[config.mk]
export PLATFORM = sky130hd
export DESIGN_NAME = approx_err_monitor
export DESIGN_NICKNAME = d
export VERILOG_FILES = /design/src/rtl/approx_err_monitor.sv
export SDC_FILE = /design/constraint.sdc
export NUM_CORES = 1
export LEC_CHECK = 0
export ABC_CLOCK_PERIOD_IN_PS = 3100
export BUFFER_PORTS_ARGS = -buffer_cell sky130_fd_sc_hd__buf_2
export CAP_MARGIN = 30
export CORE_UTILIZATION = 49
export DETAILED_ROUTE_END_ITERATION = 10
export PLACE_DENSITY = 0.69
export SYNTH_ARGS = -nofsm -noshare
export SYNTH_HDL_FRONTEND = slang
export SYNTH_SLANG_ARGS = --single-unit
[constraint.sdc]
create_clock -name clk -period 3.1 [get_ports clk]
set_input_delay 0.155 -clock clk [delete_from_list [all_inputs] [get_ports clk]]
set_output_delay 0.155 -clock clk [all_outputs]
set_load 0.1 [all_outputs]
[src/rtl/approx_err_monitor.sv]
// ---------------------------------------------------------------------------
// approx_err_monitor
//
// Streaming error-metric collector for approximate compressor/multiplier
// outputs. Each accepted exact/approx pair yields an error distance
// ED = |exact - approx|. Per-run statistics are accumulated: sample count,
// erroneous-sample count, saturating ED sum and (optionally) the maximum ED.
// Software derives the error rate and mean error distance from these counters.
//
// Optional feature macro: APPROX_ERR_MAX_EN
//   defined   : max_ed tracking register and comparator are built.
//   undefined : max_ed is tied to 0; all other behaviour is unchanged.
//
// Ports
//   clk        in   1      rising-edge clock
//   rst        in   1      synchronous active-high reset
//   start      in   1      pulse: clear statistics, begin a run of n_samples
//   n_samples  in   CNT_W  run length, latched on the accepted start
//   in_valid   in   1      exact/approx pair valid
//   in_ready   out  1      monitor accepts a pair this cycle
//   exact      in   W      exact reference result
//   approx     in   W      approximate result
//   busy       out  1      high while a run is in progress
//   done       out  1      level, high after a run completes until next start
//   sample_cnt out  CNT_W  pairs accepted in this run
//   err_cnt    out  CNT_W  accepted pairs with ED != 0
//   sum_ed     out  ACC_W  saturating sum of ED
//   sum_sat    out  1      sticky: sum_ed saturated during this run
//   max_ed     out  W      largest ED in this run (0 when feature disabled)
//
// State visibility: {busy, done} encodes the FSM state directly
//   00 = IDLE, 10 = RUN, 01 = DONE.
//
// Handshake: a pair transfers on a rising edge where in_valid && in_ready.
// in_ready depends only on registered state (never on in_valid), so the
// producer may hold in_valid high and simply wait for in_ready.
// ---------------------------------------------------------------------------
module approx_err_monitor #(
  parameter int W     = 8,
  parameter int CNT_W = 16,
  parameter int ACC_W = 32
) (
  input  logic             clk,
  input  logic             rst,
  input  logic             start,
  input  logic [CNT_W-1:0] n_samples,
  input  logic             in_valid,
  output logic             in_ready,
  input  logic [W-1:0]     exact,
  input  logic [W-1:0]     approx,
  output logic             busy,
  output logic             done,
  output logic [CNT_W-1:0] sample_cnt,
  output logic [CNT_W-1:0] err_cnt,
  output logic [ACC_W-1:0] sum_ed,
  output logic             sum_sat,
  output logic [W-1:0]     max_ed
);

  typedef enum logic [1:0] {
    S_IDLE = 2'd0,
    S_RUN  = 2'd1,
    S_DONE = 2'd2
  } state_t;

  state_t           state_q;
  logic [CNT_W-1:0] n_lat_q;
  logic [CNT_W-1:0] sample_cnt_q;
  logic [CNT_W-1:0] err_cnt_q;
  logic [ACC_W-1:0] sum_q;
  logic             sat_q;

  // Stage-1 pipeline register: ED of the pair accepted on the previous edge.
  logic             v1_q;
  logic [W-1:0]     ed1_q;

`ifdef APPROX_ERR_MAX_EN
  logic [W-1:0]     max_q;
`endif

  logic             accept;
  logic [W-1:0]     ed_d;
  logic [ACC_W:0]   sum_ext;
  logic [ACC_W-1:0] sum_d;
  logic             sum_ovf;

  // Counter bound guarantees sample_cnt never exceeds n_lat, so no wrap.
  assign in_ready = (state_q == S_RUN) && (sample_cnt_q < n_lat_q);
  assign accept   = in_valid && in_ready;

  always_comb begin
    ed_d    = '0;
    sum_ext = '0;
    sum_d   = '0;
    sum_ovf = 1'b0;
    ed_d    = (exact >= approx) ? (exact - approx) : (approx - exact);
    // One extra carry bit detects overflow; on overflow clamp to all ones.
    sum_ext = {1'b0, sum_q} + {{(ACC_W + 1 - W){1'b0}}, ed1_q};
    sum_ovf = sum_ext[ACC_W];
    sum_d   = sum_ovf ? {ACC_W{1'b1}} : sum_ext[ACC_W-1:0];
  end

  always_ff @(posedge clk) begin
    if (rst) begin
      state_q      <= S_IDLE;
      n_lat_q      <= '0;
      sample_cnt_q <= '0;
      err_cnt_q    <= '0;
      sum_q        <= '0;
      sat_q        <= 1'b0;
      v1_q         <= 1'b0;
      ed1_q        <= '0;
`ifdef APPROX_ERR_MAX_EN
      max_q        <= '0;
`endif
    end else begin
      case (state_q)
        S_IDLE, S_DONE: begin
          // Statistics hold here until a new run is started.
          if (start) begin
            state_q      <= S_RUN;
            n_lat_q      <= n_samples;
            sample_cnt_q <= '0;
            err_cnt_q    <= '0;
            sum_q        <= '0;
            sat_q        <= 1'b0;
            v1_q         <= 1'b0;
            ed1_q        <= '0;
`ifdef APPROX_ERR_MAX_EN
            max_q        <= '0;
`endif
          end
        end

        S_RUN: begin
          // Stage 1: capture ED of the accepted pair.
          v1_q <= accept;
          if (accept) begin
            ed1_q        <= ed_d;
            sample_cnt_q <= sample_cnt_q + CNT_W'(1);
          end

          // Stage 2: fold the stage-1 ED into the statistics.
          if (v1_q) begin
            sum_q <= sum_d;
            if (sum_ovf) begin
              sat_q <= 1'b1;
            end
            if (ed1_q != '0) begin
              err_cnt_q <= err_cnt_q + CNT_W'(1);
            end
`ifdef APPROX_ERR_MAX_EN
            if (ed1_q > max_q) begin
              max_q <= ed1_q;
            end
`endif
          end

          // All pairs taken and nothing left in stage 1: run is complete.
          // in_ready is low here, so no new accept can race this exit.
          if ((sample_cnt_q == n_lat_q) && !v1_q) begin
            state_q <= S_DONE;
          end
        end

        default: begin
          state_q <= S_IDLE;
        end
      endcase
    end
  end

  assign busy       = (state_q == S_RUN);
  assign done       = (state_q == S_DONE);
  assign sample_cnt = sample_cnt_q;
  assign err_cnt    = err_cnt_q;
  assign sum_ed     = sum_q;
  assign sum_sat    = sat_q;

`ifdef APPROX_ERR_MAX_EN
  assign max_ed = max_q;
`else
  assign max_ed = '0;
`endif

endmodule

# Word level (Yosys, flattened, before mapping)
# Index checks and enable logic that the tools add are counted.
[totals]
ff_bits = 92
in_bits = 36
output_inout_bits = 76
[classes]
add_sub_neg = 5
n_lt_le_gt_ge = 2
eq_ne = 9
n_mux = 22
reduce_logical = 15
[op_table]
columns = ["cell", "n"]
rows = [
  ["$mux W32", 3],
  ["$mux W16", 4],
  ["$pmux W16 S2", 2],
  ["$pmux W32 S2", 1],
  ["$add A32 B8 Y33", 1],
  ["$add A16 B1 Y16 const B", 2],
  ["$mux W8", 3],
  ["$eq A16 B16 Y1", 1],
  ["$lt A16 B16 Y1", 1],
  ["$pmux W8 S2", 1],
  ["$sub A8 B8 Y8", 2],
  ["$ne A2 B1 Y1 const B", 5],
  ["$ge A8 B8 Y1", 1],
  ["$reduce_and A4 Y1", 2],
  ["$reduce_bool A8 Y1", 1],
  ["$reduce_and A2 Y1", 3],
  ["$reduce_and A3 Y1", 2],
  ["$mux W2", 2],
  ["$pmux W1 S2", 2],
  ["$pmux W2 S2", 1],
  ["$logic_and A1 B1 Y1", 3],
  ["$mux W1", 3],
  ["$eq A2 B1 Y1 const B", 1],
  ["$eq A2 B2 Y1 const B", 1],
  ["other kinds (5)", 5],
]

# Depth between registers and ports, before layout
[depth]
depth_word = 5
depth_mapped = 12
depth_no_buf = 11

# Worst setup path after synthesis
# Ideal clock, no wire load.
[synth_timing]
kind = "flip-flop to flip-flop"
from = "register sum_q[5], in the netlist sum_ed[5]"
to = "register sum_q[15], in the netlist sum_ed[15]"
arrival_time_ps = 2913
path_slack_ps = 70
stages_incl_launch_ff = 10
n_path_buf = 1
synth_period_minus_slack_ps = 3030
path_cell_list = "dfxtp_1 ha_1 or3_1 a31oi_1 nor3_1 and2b_1 nand2b_4 buf_6 o211ai_1 o211a_1"
[synth_between]
elab_chain_cells = 4
[synth_lines]
columns = ["item", "line_no", "source"]
rows = [
  ["start, declared", "70", "logic [ACC_W-1:0] sum_q;"],
  ["start signal, assigned", "145", "sum_q <= sum_d;"],
  ["$add A32 B8 Y33", "98", "sum_ext = {1'b0, sum_q} + {{(ACC_W + 1 - W){1'b0}}, ed1_q};"],
  ["$mux W32", "100", "sum_d = sum_ovf ? {ACC_W{1'b1}} : sum_ext[ACC_W-1:0];"],
  ["$mux W32", "144", "if (v1_q) begin"],
  ["$pmux W32 S2", "117", "case (state_q)"],
]
# No other way between the ends. The select of a mux whose other input is x is not followed.
# A chain may end at the register's enable or synchronous reset.

# Worst setup path after layout
[layout_timing]
from = "register sum_q[0], in the netlist sum_ed[0]"
to = "register sum_q[5], in the netlist sum_ed[5]"
# Same word-level chain as after synthesis.

==> metrics.cfg <==
[status]
status=completed

[layout]
multi_input_area_sq_um=3402
fillers=990
fin_area_sq_um=6462
fin_util_pct=58.84
diodes=0
nets=856
areaGrowthSynthToFinish_pct=15.47
seqCellArea_sq_um=1842
drive_gt1_share_pct=19.59

[hold_path]
hold-path-endpoint=n_lat_q[4]$_SDFFE_PP0P_
hp-class=input pin to register
holdPathStages=3
worstHoldStart=n_samples[4]

[power_and_ir_drop]
switching_share_pct=28.65
power_frac_seq_pct=43.7
p_leak_nw=2.823
p_int_mw=2.004
p_switching_mw=0.8046
p_clk_share_pct=39.9
vdd_drop_max_v=0.0002530
power_frac_comb_pct=16.5
powerDensity_nw_per_um2=434.6

[global_route]
use_met1_pct=29.41
grt_start_max_net_pins=46
met3_usage_pct=4.244
antenna_found_initial=0
grtUsageTotal_pct=23.50
grt_use_met2_pct=39.94
grt_pass1_vias=4920
top_usage_layer=met2
grt_pass1_wl_um=22380
grt.overflow.total=0

[synth]
ys.flop_type=dfxtp_1
postSynthCellCount=685
syn-cell-area_sq_um=5597
ys_ff_latch=92
synth_edf_count=0
async_flop_share_pct=0
syn_avg_cell_area_sq_um=8.170
yosysWarnings=0
synth_cell_types=66
ys_seq_area_share_pct=32.91

[floorplan]
die_y_um=108.9
dieArea_sq_um=11850
ios=112
row_count=38
die_w_um=108.9
coreArea_sq_um=10980
start_util_pct=50.96

[setup_path]
rr_startpoint=sum_ed[0]$_SDFFE_PP0P_
rr_worst_depth=9
cp.required_ps=3300
end_kind=register
arrival_ps=2970
cp_slowest_cell=fa_1
max_stage_delay_ps=420
startpoint_type=register
r2r-end=sum_ed[5]$_SDFFE_PP0P_
cp_max_fo=20
cp_top_family=compound AO/OA/AOI/OAI gates
rrSetupSlack_ps=330
path_class=register to register
path_cells=ha_1, fa_1, a21o_1, a21oi_1, o21a_1, and2b_1, nand2b_4, buf_4, a31oi_1
crit_buf_inv=1

[drt]
dr.pass1.iters=5
drt_iter0_drc=317
totalWireLength_um=13550
drc=0
avgRoutedWirePerCell_um=14.71
via_count=5271
antenna_left=0
viasPerCell=5.723

[sta]
setup_viol=0
setup_tns_ps=0
tightest_slew_ps=586.6
drv_slew=0
clock.fmax_mhz=360.9
fin_crit_ps=2771
slew_headroom_pct=60.80
timing.final.crit_share_pct=89.39
skew_ps=8.493
rsz0062_at_grt=false
hold_viol_final=0

[cts]
post_cts_buffers=0
clockBufferDepth=2
h-tree-depth=3
hold_buffers=0
cts_tree=built
clk_pin_slew_ps=70
insertion_delay_ps=340
post_cts_resize_count=0
cts_buffers=9
clock-root-buffer=clkbuf_16
cts.sinks=92

[place]
gp_congestion=0.8962
io_buffers=103
placed_cell_area_sq_um=6160
post-dp-hpwl_um=9884

[job]
maxCapViolations=0

-- Yosys cell counts (11+ instances only) --
library cell,instances,area [sq um]
a21oi_1,67,335.3
a31oi_1,26,162.7
clkbuf_1,20,75.07
dfxtp_1,92,1842
ha_1,41,513.0
inv_1,41,153.9
nand2_1,78,292.8
nand3_1,29,145.1
nand4_1,16,100.1
nor2_1,46,172.7
o21ai_0,22,110.1
or3_1,18,112.6
xnor2_1,11,96.34
xor2_1,15,131.4
-- power groups by stage --
stage	Clock, mW	Combinational, mW	Sequential [mW]
finish	1.12	0.462	1.23
global placement	0	0.451	1.25
detailed placement	0	0.461	1.25
floorplan	0	0.342	1.27
global route	1.19	0.507	1.23
CTS	1.14	0.464	1.23
-- placed cells by master (no fill, tap or decap), drive strengths merged, types with 3 or more instances in the layout --
master	count
buf	112
dfxtp	92
nand2	78
a21oi	68
nor2	46
inv	43
ha	41
nand3	30
a31oi	28
o21ai	28
or3	18
nand4	17
xor2	15
xnor2	11
clkbuf	11
nor3	10
and3	9
o211ai	9
conb	8
or4	8
a21o	7
nand3b	6
mux2i	6
nand2b	6
and4	6
and2	5
or2	5
o311ai	5
nor4	5
nor2b	4
mux2	4
a32o	4
and2b	3
a22oi	3
or3b	3
fa	3
-- area by class of cell --
class	count	area share [%]
repair buffers	112	9.022
flip-flops and latches	92	28.50
well taps	140	2.711
multi-input cells	519	52.64
clock buffers	11	3.756
inverters	42	2.439
clock inverters	5	0.9293
-- cells by family after synthesis --
| family | share of synthesized area, % |
|---|---|
| adders and majority gates | 10.24 |
| xor gates and xnor gates | 4.069 |
| muxes | 1.878 |
| DFF | 32.91 |
| AOI/OAI and AO/OA | 19.09 |
| and+or+nand+nor | 24.97 |
| buffers and inverters | 6.774 |
| other | 0.06700 |
-- worst max-delay path by stage --
stage	startpoint	end	slack (ps)	cells after the start
2_1_floorplan	sum_ed[5]$_SDFFE_PP0P_	sum_ed[15]$_SDFFE_PP0P_	70	9
3_3_place_gp	sum_ed[0]$_SDFFE_PP0P_	sum_ed[18]$_SDFFE_PP0P_	430	9
3_5_place_dp	sum_ed[0]$_SDFFE_PP0P_	sum_ed[5]$_SDFFE_PP0P_	350	9
4_1_cts	sum_ed[0]$_SDFFE_PP0P_	sum_ed[5]$_SDFFE_PP0P_	320	9
5_1_grt	ed1_q[0]$_SDFFE_PP0P_	sum_ed[5]$_SDFFE_PP0P_	160	9
6_report	sum_ed[0]$_SDFFE_PP0P_	sum_ed[5]$_SDFFE_PP0P_	330	9
-- flip-flops by register name, summed over array words and instances, names as in the netlist --
name and count:
v1_q 1, sample_cnt 16, state_q 2, n_lat_q 16, sum_sat 1, ed1_q 8
sum_ed 32, err_cnt 16
-- routing by layer --
metal	vias to the layer above	wire (um)
li1	2627	-
met1	2470	6273
met2	153	6460
met3	21	541
met4	0	274
met5	-	0
-- worst register-to-register path, stage by stage (launching register included) --
cell and delay (ps):
dfxtp_1 320, ha_1 230, fa_1 430, a21o_1 200, a21oi_1 280, o21a_1 340
and2b_1 320, nand2b_4 240, buf_4 210, a31oi_1 80
-- stage by stage --
step / hold WS [ps] / cells / setup slack (ps) / power (mW)
2_1_floorplan: 291.0 / 692 / 69.62 / 1.610
3_3_place_gp: 397.4 / 905 / 432.6 / 1.703
3_5_place_dp: 401.8 / 905 / 346.9 / 1.714
4_1_cts: 41.07 / 921 / 319.4 / 2.831
5_1_grt: 47.78 / 921 / 157.7 / 2.929
6_report: 48.35 / 921 / 329.0 / 2.808
(Power assumes the default switching activity.)
